## config.mk

```make
export PLATFORM = sky130hd
export DESIGN_NAME = mul_div_scheduler_flat
export DESIGN_NICKNAME = d
export VERILOG_FILES = /design/src/rtl/mul_div_scheduler_pkg.sv /design/src/rtl/mul_div_scheduler_if.sv /design/src/rtl/mul_div_scheduler_hi_lo_register.sv /design/src/rtl/mul_div_scheduler.sv /design/src/flat_wrapper.sv
export SDC_FILE = /design/constraint.sdc
export NUM_CORES = 1
export LEC_CHECK = 0
export ABC_AREA = 1
export BUFFER_PORTS_ARGS = -buffer_cell sky130_fd_sc_hd__buf_2
export CORE_AREA = 5 5 150 152
export CTS_CLUSTER_SIZE = 16
export DETAILED_ROUTE_END_ITERATION = 7
export DIE_AREA = 0 0 155 157
export PLACE_DENSITY_LB_ADDON = 0.25
export SYNTH_ARGS = -nofsm -noshare
export SYNTH_HDL_FRONTEND = slang
export SYNTH_HIERARCHICAL = 1
export SYNTH_SLANG_ARGS = --single-unit
```

## constraint.sdc

```tcl
create_clock -name clock -period 2 [get_ports clock]
set_input_delay 0.1 -clock clock [delete_from_list [all_inputs] [get_ports clock]]
set_output_delay 0.1 -clock clock [all_outputs]
set_load 0.02 [all_outputs]
```

## src/rtl/mul_div_scheduler_pkg.sv

```systemverilog
// Shared types for the HI/LO multiply/divide scheduler.
// MulDivOp is also carried on the ID decode bus.
package mul_div_scheduler_params;

    localparam int unsigned DATA_W = 32;
    localparam int unsigned CNT_W  = 4;

    typedef enum logic [2:0] {
        OP_MULT  = 3'd0,
        OP_MULTU = 3'd1,
        OP_DIV   = 3'd2,
        OP_DIVU  = 3'd3,
        OP_MTHI  = 3'd4,
        OP_MTLO  = 3'd5
    } MulDivOp;

    typedef enum logic [1:0] {
        IDLE = 2'd0,
        MUL  = 2'd1,
        DIV  = 2'd2
    } SchedulerState;

    function automatic logic is_mul_op(MulDivOp op);
        return (op == OP_MULT) || (op == OP_MULTU);
    endfunction

    function automatic logic is_div_op(MulDivOp op);
        return (op == OP_DIV) || (op == OP_DIVU);
    endfunction

endpackage

```

## src/rtl/mul_div_scheduler_if.sv

```systemverilog
// EX-to-scheduler request handshake.
interface mul_div_scheduler_if;
    import mul_div_scheduler_params::*;

    logic              req_valid;
    MulDivOp           req_op;
    logic [DATA_W-1:0] req_src1;
    logic [DATA_W-1:0] req_src2;
    logic              req_ready;

    modport master (output req_valid, req_op, req_src1, req_src2, input req_ready);
    modport slave  (input req_valid, req_op, req_src1, req_src2, output req_ready);
endinterface

```

## src/rtl/mul_div_scheduler_hi_lo_register.sv

```systemverilog
// Architectural HI/LO pair with independent write enables.
module hi_lo_register
    import mul_div_scheduler_params::*;
#(
    parameter int unsigned W = DATA_W
) (
    input  logic         clock,
    input  logic         reset,
    input  logic         hi_we,
    input  logic [W-1:0] hi_d,
    input  logic         lo_we,
    input  logic [W-1:0] lo_d,
    output logic [W-1:0] hi_q,
    output logic [W-1:0] lo_q
);

    logic [W-1:0] r_hi;
    logic [W-1:0] r_lo;

    always_ff @(posedge clock or negedge reset) begin
        if (!reset) begin
            r_hi <= '0;
            r_lo <= '0;
        end else begin
            if (hi_we) r_hi <= hi_d;
            if (lo_we) r_lo <= lo_d;
        end
    end

    assign hi_q = r_hi;
    assign lo_q = r_lo;

endmodule

```

## src/rtl/mul_div_scheduler.sv

```systemverilog
// Launches multiplier/divider for EX requests, waits out the result and
// commits it to HI/LO; a WB flush abandons in-flight work without a write.
module mul_div_scheduler
    import mul_div_scheduler_params::*;
#(
    parameter int unsigned MUL_LATENCY = 2
) (
    input  logic                  clock,
    input  logic                  reset,
    mul_div_scheduler_if.slave    req_if,
    input  logic                  flush,
    output logic                  mul_launch,
    output logic                  mul_signed,
    output logic [DATA_W-1:0]     mul_input1,
    output logic [DATA_W-1:0]     mul_input2,
    input  logic [2*DATA_W-1:0]   mul_result,
    output logic                  div_start,
    output logic                  div_signed,
    output logic [DATA_W-1:0]     div_dividend,
    output logic [DATA_W-1:0]     div_divisor,
    output logic                  div_cancel,
    input  logic                  div_done,
    input  logic [DATA_W-1:0]     div_quotient,
    input  logic [DATA_W-1:0]     div_remainder,
    output logic [DATA_W-1:0]     hi_value,
    output logic [DATA_W-1:0]     lo_value,
    output logic                  busy
);

    SchedulerState     r_state;
    SchedulerState     w_state_next;
    logic [CNT_W-1:0]  r_count;

    logic              w_accept;
    logic              w_req_mul;
    logic              w_req_div;
    logic              w_mul_last;
    logic              w_hi_we;
    logic              w_lo_we;
    logic [DATA_W-1:0] w_hi_d;
    logic [DATA_W-1:0] w_lo_d;

    // A request is only taken in IDLE and never alongside a flush.
    assign w_accept   = req_if.req_valid && (r_state == IDLE) && !flush;
    assign w_req_mul  = is_mul_op(req_if.req_op);
    assign w_req_div  = is_div_op(req_if.req_op);
    assign w_mul_last = (r_count == CNT_W'(1));

    always_ff @(posedge clock or negedge reset) begin
        if (!reset) r_state <= IDLE;
        else        r_state <= w_state_next;
    end

    always_comb begin
        w_state_next = r_state;
        case (r_state)
            IDLE: begin
                if (w_accept && w_req_mul)      w_state_next = MUL;
                else if (w_accept && w_req_div) w_state_next = DIV;
            end
            MUL:     if (flush || w_mul_last) w_state_next = IDLE;
            DIV:     if (flush || div_done)   w_state_next = IDLE;
            default: w_state_next = IDLE;
        endcase
    end

    // Counter reads MUL_LATENCY in the first MUL cycle; the commit happens at 1.
    always_ff @(posedge clock or negedge reset) begin
        if (!reset) begin
            r_count <= '0;
        end else if (w_accept && w_req_mul) begin
            r_count <= CNT_W'(MUL_LATENCY);
        end else if (r_state == MUL) begin
            r_count <= (flush || w_mul_last) ? '0 : r_count - CNT_W'(1);
        end
    end

    always_comb begin
        req_if.req_ready = (r_state == IDLE) && !flush;
        busy             = (r_state != IDLE);
        mul_launch       = 1'b0;
        mul_signed       = 1'b0;
        mul_input1       = req_if.req_src1;
        mul_input2       = req_if.req_src2;
        div_start        = 1'b0;
        div_signed       = 1'b0;
        div_dividend     = req_if.req_src1;
        div_divisor      = req_if.req_src2;
        div_cancel       = 1'b0;
        w_hi_we          = 1'b0;
        w_lo_we          = 1'b0;
        w_hi_d           = req_if.req_src1;
        w_lo_d           = req_if.req_src1;
        case (r_state)
            IDLE: begin
                if (w_accept) begin
                    case (req_if.req_op)
                        OP_MULT:  begin mul_launch = 1'b1; mul_signed = 1'b1; end
                        OP_MULTU: mul_launch = 1'b1;
                        OP_DIV:   begin div_start = 1'b1; div_signed = 1'b1; end
                        OP_DIVU:  div_start = 1'b1;
                        OP_MTHI:  w_hi_we = 1'b1;
                        OP_MTLO:  w_lo_we = 1'b1;
                        default:  ;
                    endcase
                end
            end
            MUL: begin
                if (!flush && w_mul_last) begin
                    w_hi_we = 1'b1;
                    w_lo_we = 1'b1;
                    w_hi_d  = mul_result[2*DATA_W-1:DATA_W];
                    w_lo_d  = mul_result[DATA_W-1:0];
                end
            end
            DIV: begin
                if (flush) begin
                    div_cancel = 1'b1;
                end else if (div_done) begin
                    w_hi_we = 1'b1;
                    w_lo_we = 1'b1;
                    w_hi_d  = div_remainder;
                    w_lo_d  = div_quotient;
                end
            end
            default: ;
        endcase
    end

    hi_lo_register #(.W(DATA_W)) u_hi_lo (
        .clock (clock),
        .reset (reset),
        .hi_we (w_hi_we),
        .hi_d  (w_hi_d),
        .lo_we (w_lo_we),
        .lo_d  (w_lo_d),
        .hi_q  (hi_value),
        .lo_q  (lo_value)
    );

endmodule

```

## src/flat_wrapper.sv

```systemverilog
// flat-port wrapper written by rule: the top's interface ports become plain ports
module mul_div_scheduler_flat import mul_div_scheduler_params::*;
#(
    parameter int unsigned MUL_LATENCY = 2
)
  (clock, reset, flush, mul_launch, mul_signed, mul_input1, mul_input2, mul_result, div_start, div_signed, div_dividend, div_divisor, div_cancel, div_done, div_quotient, div_remainder, hi_value, lo_value, busy, req_if_req_valid, req_if_req_op, req_if_req_src1, req_if_req_src2, req_if_req_ready);
  mul_div_scheduler_if req_if_i ();
  input  logic clock;
  input  logic reset;
  input  logic flush;
  output logic mul_launch;
  output logic mul_signed;
  output logic [DATA_W-1:0] mul_input1;
  output logic [DATA_W-1:0] mul_input2;
  input  logic [2*DATA_W-1:0] mul_result;
  output logic div_start;
  output logic div_signed;
  output logic [DATA_W-1:0] div_dividend;
  output logic [DATA_W-1:0] div_divisor;
  output logic div_cancel;
  input  logic div_done;
  input  logic [DATA_W-1:0] div_quotient;
  input  logic [DATA_W-1:0] div_remainder;
  output logic [DATA_W-1:0] hi_value;
  output logic [DATA_W-1:0] lo_value;
  output logic busy;
  input wire logic [$bits(req_if_i.req_valid)-1:0] req_if_req_valid;
  input wire logic [$bits(req_if_i.req_op)-1:0] req_if_req_op;
  input wire logic [$bits(req_if_i.req_src1)-1:0] req_if_req_src1;
  input wire logic [$bits(req_if_i.req_src2)-1:0] req_if_req_src2;
  output wire logic [$bits(req_if_i.req_ready)-1:0] req_if_req_ready;
  assign req_if_i.req_valid = req_if_req_valid;
  assign req_if_i.req_op = req_if_req_op;
  assign req_if_i.req_src1 = req_if_req_src1;
  assign req_if_i.req_src2 = req_if_req_src2;
  assign req_if_req_ready = req_if_i.req_ready;
  mul_div_scheduler #(.MUL_LATENCY(MUL_LATENCY)) u_core (.clock(clock), .reset(reset), .req_if(req_if_i), .flush(flush), .mul_launch(mul_launch), .mul_signed(mul_signed), .mul_input1(mul_input1), .mul_input2(mul_input2), .mul_result(mul_result), .div_start(div_start), .div_signed(div_signed), .div_dividend(div_dividend), .div_divisor(div_divisor), .div_cancel(div_cancel), .div_done(div_done), .div_quotient(div_quotient), .div_remainder(div_remainder), .hi_value(hi_value), .lo_value(lo_value), .busy(busy));
endmodule
```

* After elaboration in Yosys (flattened, before gate mapping)
Index checks and enable logic that the tools add are counted.
Storage, ports and cells: register bits after elaboration 70, input port bits 200, output and inout bits 199, logic and storage cells 73
Cells by class: reduce and logical (&&, ||, !) cells 18, add/subtract/negate cells 1, equality and inequality tests 11, mux-type cells 39
Operators with widths (count):
- two-way mux 32 bit | 6
- case mux 32 bit (2 select lines) | 2
- two-way mux 1 bit | 21
- two-way mux 4 bit | 3
- two-way mux 2 bit | 4
- equality test 3 x 2 -> 1 bit (second input constant) | 2
- equality test 3 bit (second input constant) | 2
- logical AND 1 bit | 6
- case mux 1 bit (3 select lines) | 2
- case mux 2 bit (3 select lines) | 1
- equality test 4 x 1 -> 1 bit (second input constant) | 1
- logical OR 1 bit | 4
- inequality test 2 x 1 -> 1 bit (second input constant) | 2
- nonzero test 2 bit | 2
- OR reduction 2 bit | 2
- subtractor 4 x 1 -> 4 bit (second input constant) | 1
- equality test 3 x 1 -> 1 bit (second input constant) | 1
- logical NOT 3 bit | 1
- inequality test 3 bit (second input constant) | 1
- AND reduction 3 bit | 1
- equality test 2 x 1 -> 1 bit (second input constant) | 1
- equality test 2 bit (second input constant) | 1
- logical NOT 2 bit | 1
- logical NOT 1 bit | 1

* Depth between registers and ports, before layout
Gate-level depths: netlist of run 1.
depth after elaboration 7, mapped depth 14, depth with buffers taken out 10

* Cells and area by module
The synthesis of run 1 kept the hierarchy.
By module, submodules not included:
- mul_div_scheduler | instances 1, area an instance 3963.8 um2, sequential area each 150.1 um2, cells each 759
- hi_lo_register | instances 1, area an instance 2558.7 um2, sequential area each 1601.5 um2, cells each 272

* Worst setup path before layout of run 1
OpenSTA, ideal clock, no wires.
path kind flip-flop to flip-flop, start point register u_core.r_state[0], end point register u_core.u_hi_lo.r_lo[10], in the netlist u_core/u_hi_lo/lo_q[10], path slack 0.080 ns, clock period less this slack 1.920 ns, cell stages (with the launch flop) 15, buffers on the path 5, arrival time 1.804 ns, setup time 0.117 ns, required time 1.883 ns, cells stage by stage dfrtp_1 inv_1 ha_1 buf_2 inv_1 nor2_1 buf_6 buf_6 a31oi_1 a21oi_1 buf_6 inv_8 buf_12 nand2_2 nand2_1
On the way: word-level cells in the longest chain between the ends 5, elaborated cells between the ends (all ways) 8, those cells by class eq/ne (2); mux (3); reduce/logical (3)
Ends and longest elaborated chain:
- start, declared | RTL line mul_div_scheduler.sv:30 | SchedulerState r_state;
- start signal, assigned | RTL line mul_div_scheduler.sv:51 | else r_state <= w_state_next;
- logical NOT 2 bit | RTL line mul_div_scheduler.sv:44, mul_div_scheduler.sv:94
- logical AND 1 bit (2 in a row) | RTL line mul_div_scheduler.sv:44 | assign w_accept = req_if.req_valid && (r_state == IDLE) && !flush;
- two-way mux 1 bit | RTL line mul_div_scheduler.sv:96 | if (w_accept) begin
- case mux 1 bit (3 select lines) (*) | RTL line mul_div_scheduler.sv:94 | case (r_state)
- net u_core.w_lo_we | RTL line mul_div_scheduler.sv:39 | logic w_lo_we;
- end signal, assigned | RTL line mul_div_scheduler_hi_lo_register.sv:26 | if (lo_we) r_lo <= lo_d;
- end, declared | RTL line mul_div_scheduler_hi_lo_register.sv:18 | logic [W-1:0] r_lo;
Mark *: on every way through the listed nets, which the timed path passes. The rest lies on a longest branch. A chain may end at the register's enable or synchronous reset.

* Worst setup path in the final report of run 1
start point register u_core.r_state[0], end point register u_core.u_hi_lo.r_lo[15], in the netlist u_core/u_hi_lo/lo_q[15]
On the way: elaborated cells between the ends (all ways) 8, those cells by class eq/ne (2); mux (3); reduce/logical (3)
RTL lines:
- equality test 2 bit or equality test 2 x 1 -> 1 bit (tied branches) | RTL line mul_div_scheduler.sv:94
- case mux 32 bit (2 select lines) (*) | RTL line mul_div_scheduler.sv:94
- net u_core.w_lo_d[15] | RTL line mul_div_scheduler.sv:41 | logic [DATA_W-1:0] w_lo_d;
Marks and branches as above.

==> results.yml, run 1 <==
clock_network:
  tritoncts: "yes"
  clockBufferDepth: 2
  cts.clk_slew.worst_paths_ps: 60
  numClockSinks: 70
  cts_buffers: 9
  clock_latency_ps: 340
  cts-htree-levels: 3
  clockRootBuffer: "clkbuf_16"
logic_synthesis:
  ys_seq_area_share_pct: 26.9
  muxShareOfSynthArea_pct: 0
  yosysUniqueCellTypes: 32
  synthXorXnorAreaFrac_pct: 0.269
  yosys.area_share.adder_pct: 1.15
  yosys_warnings: 6
  synth_simple_gate_area_share_pct: 41.5
  synth_compound_area_share_pct: 4.16
  synthesis.area_um2: 6520
  synth_top_family_by_area: "simple AND/OR/NAND/NOR gates"
  synth_nets: 1237
  synthCells: 1031
  synth-seq-cells: 70
  syn_avg_cell_area_um2: 6.33
timing:
  fin_ws_ps: 124
  fmax_mhz: 533
  relSlewSlack_pct: 65.4
  fin_crit_ps: 1880
  fin_crit_sh_pct: 93.8
  worst_pin_slew_ps: 519
  hold_viol: 0
  clock_skew_ps: 5.37
  rsz0062_at_grt: "true"
  slew_violations: 0
  worst_hold_slack_ps: 146
  setup_viol: 0
  setup_tns_ps: 0
run:
  maxCapViolCount: 0
placed_design:
  post-place-ws_ps: 81.6
  place_area_um2: 7410
  routabilityCongestion: 0.892
  hpwl_mm: 20.5
  io_buffers: 302
global_routing:
  top_usage_layer: "met2"
  grt_use_total_pct: 20.7
  grt_use_met2_pct: 36.9
  antenna_found_initial: 5
  grt_use_met1_pct: 25.1
  first_global_vias: 6722
  overflow: 0
  grt_pass1_wl_mm: 38.9
  grtUsageMet3_pct: 5.09
  grt_start_max_net_pins: 38
floorplanning:
  die-height_um: 157
  io_pins: 399
  core_um2: 20900
  initial_utilization_pct: 31.2
  rows: 53
  die-area_um2: 24300
  die-width_um: 155
detailed_routing:
  viasPerCell: 4.75
  wl_per_cell_um: 18.2
  drt_iter0_drc: 442
  antenna_left: 0
  first_pass_iters: 4
  routed_wl_mm: 26.8
  drc: 0
  vias: 7001
setup_path:
  crit_slowest_cell: "dfrtp_1"
  r2r-start: "u_core/r_state[0]"
  start_kind: "flip-flop"
  r2r_end: "u_core/u_hi_lo/lo_q[15]"
  r2r_slack_ps: 120
  timing.critical_path.mode_cell: "nand2_1"
  arrival_ps: 2150
  path_class: "flip-flop to flip-flop"
  max_stage_delay_ps: 410
  critPathCaptureType: "flip-flop"
  crit_fanout: 36
  r2r_cells: 11
  cp_cell_sequence: "inv_1 > ha_2 > buf_4 > nand4_1 > nand2_1 > inv_1 > nand3_1 > nand2_1 > nand2_1 > nand2_1 > nand2_1"
  critPathRequiredTime_ps: 2270
layout:
  antenna_cells: 0
  nNetsFinal: 1400
  fin_area_um2: 7780
  drive_gt1_share_pct: 32.9
  area_delta_synth_final_pct: 19.4
  n_fill_cell: 2381
worst_hold_path:
  hold_end: "u_core/u_hi_lo/hi_q[8]"
  hold_path_class: "primary input to flip-flop"
  holdPathStages: 5
  hp-start: "req_if_req_src1[8]"
pwr:
  peakVddDrop_uv: 425
  leakage_nw: 4.75
  powerDensity_nw_per_um2: 1300
run_status:
  outcome: "finished clean"
## sequential cells by signal, indices dropped and copies added, names as in the netlist
name	cells
u_core/r_count	4
u_core/r_state	2
u_core/u_hi_lo/hi_q	32
u_core/u_hi_lo/lo_q	32
## critical path: cells and delay by family (launching register included)
kind / cells / cell delay, ps
adder cells (fa/ha/maj): 1 / 200
buffers and inverters: 3 / 520
flip-flops: 1 / 410
AND/OR/NAND/NOR: 7 / 680
## final cells by class
cell class                 count  area (um2)  share of cell area [%]
clock inverter                 6        85.1                    1.09
multi-input combinational    691        3120                    40.1
timing repair buffer         339        1910                    24.5
inverter                      83         332                    4.26
clock buffer                  10         239                    3.07
tap                          275         344                    4.42
sequential                    70        1750                    22.5
## synthesized netlist by cell type, drive strengths merged
cell type  number  area (um2)
clkbuf         11        41.3
xnor2           1        8.76
o21ai          36         180
a21oi           2        10.0
inv            82         323
o22ai           1        6.26
clkinv          1        3.75
ha              6        75.1
a31oi           1        6.26
a21boi          2        15.0
o21bai          6        45.0
nand3          75         393
o221ai          1        8.76
nor3            3        15.0
xor2            1        8.76
buf           176        1330
dfrtp          70        1750
nor2           50         203
nand4          55         344
nand2         451        1760
## logic make-up after synthesis
logic type,count (synthesis)
buffers and inverters,270
AND/OR/NAND/NOR,634
XOR/XNOR,2
flip-flops,70
AO/OA/AOI/OAI,49
adder cells (fa/ha/maj),6
## worst max-delay path by stage
stage | to | slack, ps | from
floorplan | u_core/u_hi_lo/lo_q[10] | 80 | u_core/r_state[0]
global placement | u_core/u_hi_lo/lo_q[14] | 110 | u_core/r_count[1]
detailed placement | u_core/u_hi_lo/hi_q[7] | 80 | u_core/r_count[1]
CTS | mul_signed | 20 | u_core/r_state[0]
global route | mul_signed | -20 | u_core/r_state[0]
finish | u_core/u_hi_lo/lo_q[15] | 120 | u_core/r_state[0]
## per-layer routing
metal / vias up / wire (um)
li1: 3435 / -
met1: 3171 / 10800
met2: 350 / 13300
met4: 8 / 439
met3: 37 / 2240
met5: - / 57
## report_power, final
group	switching, mW	leakage, nW	internal, mW
Sequential	0.399	0.897	2.05
Clock	0.663	0.154	1.12
Combinational	3.88	3.70	1.97
Total	4.95	4.75	5.14
## stage by stage
stage | power, mW | std cells | utilization, %
after detailed placement | 8.29 | 1456 | 35.5
final | 10.1 | 1474 | 37.3
after global routing | 10.8 | 1474 | 37.3
after floorplan | 6.37 | 1031 | -
after CTS | 10.1 | 1473 | 37.1
after global placement | 8.24 | 1456 | 35.5
## layout by cell type, fill, tap and decap left out, types with 2 or more instances in the layout
master / instances
nand2_2: 22
inv_1: 78
bufinv_16: 2
clkinv_2: 2
dfrtp_1: 70
a21boi_0: 2
a21oi_4: 2
clkinvlp_4: 2
o21ai_1: 31
nand3_1: 72
buf_2: 301
o21ai_0: 5
nor2_1: 46
ha_1: 3
clkbuf_16: 9
ha_2: 3
nand3_2: 2
nand4_1: 55
o21bai_1: 5
nor3_1: 3
buf_4: 27
nor2_4: 3
nand2_1: 428
inv_2: 2
buf_12: 9
## what timing repair did
action                                  CTS  global route
gates resized for setup                   1             6
hold endpoints to repair                 33             0
hold buffers                              1             0
buffers inserted                          0             1
endpoints found under the setup margin    1            67
No activity file was read; power rests on OpenSTA's default activity.
==> inputs of run 2 (changes only) <==
==> constraint.sdc (replaced) <==
create_clock -name clock -period 2.34 [get_ports clock]
set_input_delay 0.117 -clock clock [delete_from_list [all_inputs] [get_ports clock]]
set_output_delay 0.117 -clock clock [all_outputs]
set_load 0.02 [all_outputs]
==> run 2 against run 1 <==
Flip-flop and latch count is the same. Clock power shrank 23%. Register-to-register slack gained 120 ps. Clock-buffer cell count grew 1. Largest power group unchanged.
==> results.yml, run 2 (synthesized netlist as in run 1, its figures left out) <==
pwr:
  p_total_mw: 8.23
  powerDensity_nw_per_um2: 1080
  leakage_nw: 4.68
  peakVddDrop_uv: 415
global_routing:
  first_global_vias: 6691
  overflow: 0
  grt_use_total_pct: 20.4
  antenna_found_initial: 4
  grt_start_max_net_pins: 62
  grt_pass1_wl_mm: 38.5
layout:
  fin_util_pct: 36.5
  drive_gt1_share_pct: 31.8
  layout_common_cells: "nand2_1 (428), buf_2 (301), inv_1 (78)"
  final_common_cell: "nand2_1"
  antenna_cells: 0
  n_fill_cell: 2338
  multi_input_area_um2: 3110
  regArea_um2: 1750
  area_delta_synth_final_pct: 17.0
  nNetsFinal: 1390
  final_cells: 1463
  fin_area_um2: 7630
timing:
  hold_viol: 0
  relSlewSlack_pct: 68.3
  worst_hold_slack_ps: 163
  rsz0062_at_grt: "false"
  clock_skew_ps: 7.74
  fin_ws_ps: 222
  fin_crit_ps: 2120
  setup_tns_ps: 0
  fmax_mhz: 472
  setup_viol: 0
  worst_pin_slew_ps: 473
  fin_crit_sh_pct: 90.5
  slew_violations: 0
placed_design:
  post-place-ws_ps: 235
  routabilityCongestion: 0.865
  io_buffers: 302
  hpwl_mm: 19.9
  dp_cells: 1447
  place_area_um2: 7330
setup_path:
  path_class: "flip-flop to primary output"
  r2r_slack_ps: 240
  arrival_ps: 2000
  crit_fanout: 7
  critPathRequiredTime_ps: 2220
  setup.worst_path.start: "u_core/r_state[0]"
  critPathCaptureType: "primary output"
  r2r_end: "u_core/u_hi_lo/hi_q[21]"
  r2r-start: "u_core/r_state[0]"
  r2r_cells: 12
  start_kind: "flip-flop"
run:
  maxCapViolCount: 0
floorplanning:
  die-height_um: 157
  io_pins: 399
  die-area_um2: 24300
  initial_utilization_pct: 31.2
  core_um2: 20900
  rows: 53
  die-width_um: 155
run_status:
  outcome: "finished clean"
worst_hold_path:
  hold_path_class: "primary input to flip-flop"
  holdPathStages: 5
  hp-start: "req_if_req_src1[8]"
  hold_end: "u_core/u_hi_lo/lo_q[8]"
detailed_routing:
  first_pass_iters: 5
  drt_iter0_drc: 410
  drc: 0
  routed_wl_mm: 26.0
  vias: 6949
  wl_per_cell_um: 17.8
  antenna_left: 0
  viasPerCell: 4.75
clock_network:
  cts-htree-levels: 3
  clockBufferDepth: 2
  tritoncts: "yes"
  clockRootBuffer: "clkbuf_16"
  cts_buffers: 9
  clock_latency_ps: 330
  cts_setup_buffers: 0
  numClockSinks: 70
  cts.clk_slew.worst_paths_ps: 60
## run 2: power by group
part | switching [mW] | internal, mW | total [mW]
logic | 3.21 | 1.54 | 4.75
clock network | 0.522 | 0.845 | 1.37
registers | 0.368 | 1.75 | 2.12
## run 2: metal layers
layer / GRT usage, % / part of all wire, %
met1: 24.8 / 40
met2: 36.2 / 50
met3: 4.67 / 9.1
met4: 5.42 / 1.1
met5: 0 / 0.16
## run 2: critical path, cell delays in order (launching register included)
cell and delay (ps):
dfrtp_1 410, inv_1 100, ha_2 210, nand2_1 50
nor2_1 190, nand3_1 310, nor3_1 200, buf_2 200
## run 2: layout make-up
cell class              count  share of cell area, %
flip-flops and latches     70                   23.0
clock inverters             4                  0.623
well taps                 275                   4.51
clock buffers              11                   3.18
repair buffers            329                   23.7
multi-input cells         691                   40.8
inverters                  83                   4.28
## run 2: how the worst max path moves through the flow
stage	end	slack, ps	cells past startpoint
after floorplan	u_core/u_hi_lo/lo_q[10]	420	14
after global placement	u_core/u_hi_lo/hi_q[23]	240	12
after detailed placement	u_core/u_hi_lo/hi_q[23]	240	12
after CTS	mul_signed	190	7
after global routing	u_core/u_hi_lo/hi_q[8]	40	12
final	mul_signed	220	7
## run 2: what timing repair did
item / 4_1_cts / 5_1_grt
hold buffers: 1 / 0
endpoints found under the hold margin: 31 / 0
setup endpoints to repair: 0 / 0
resized for setup: 0 / 0
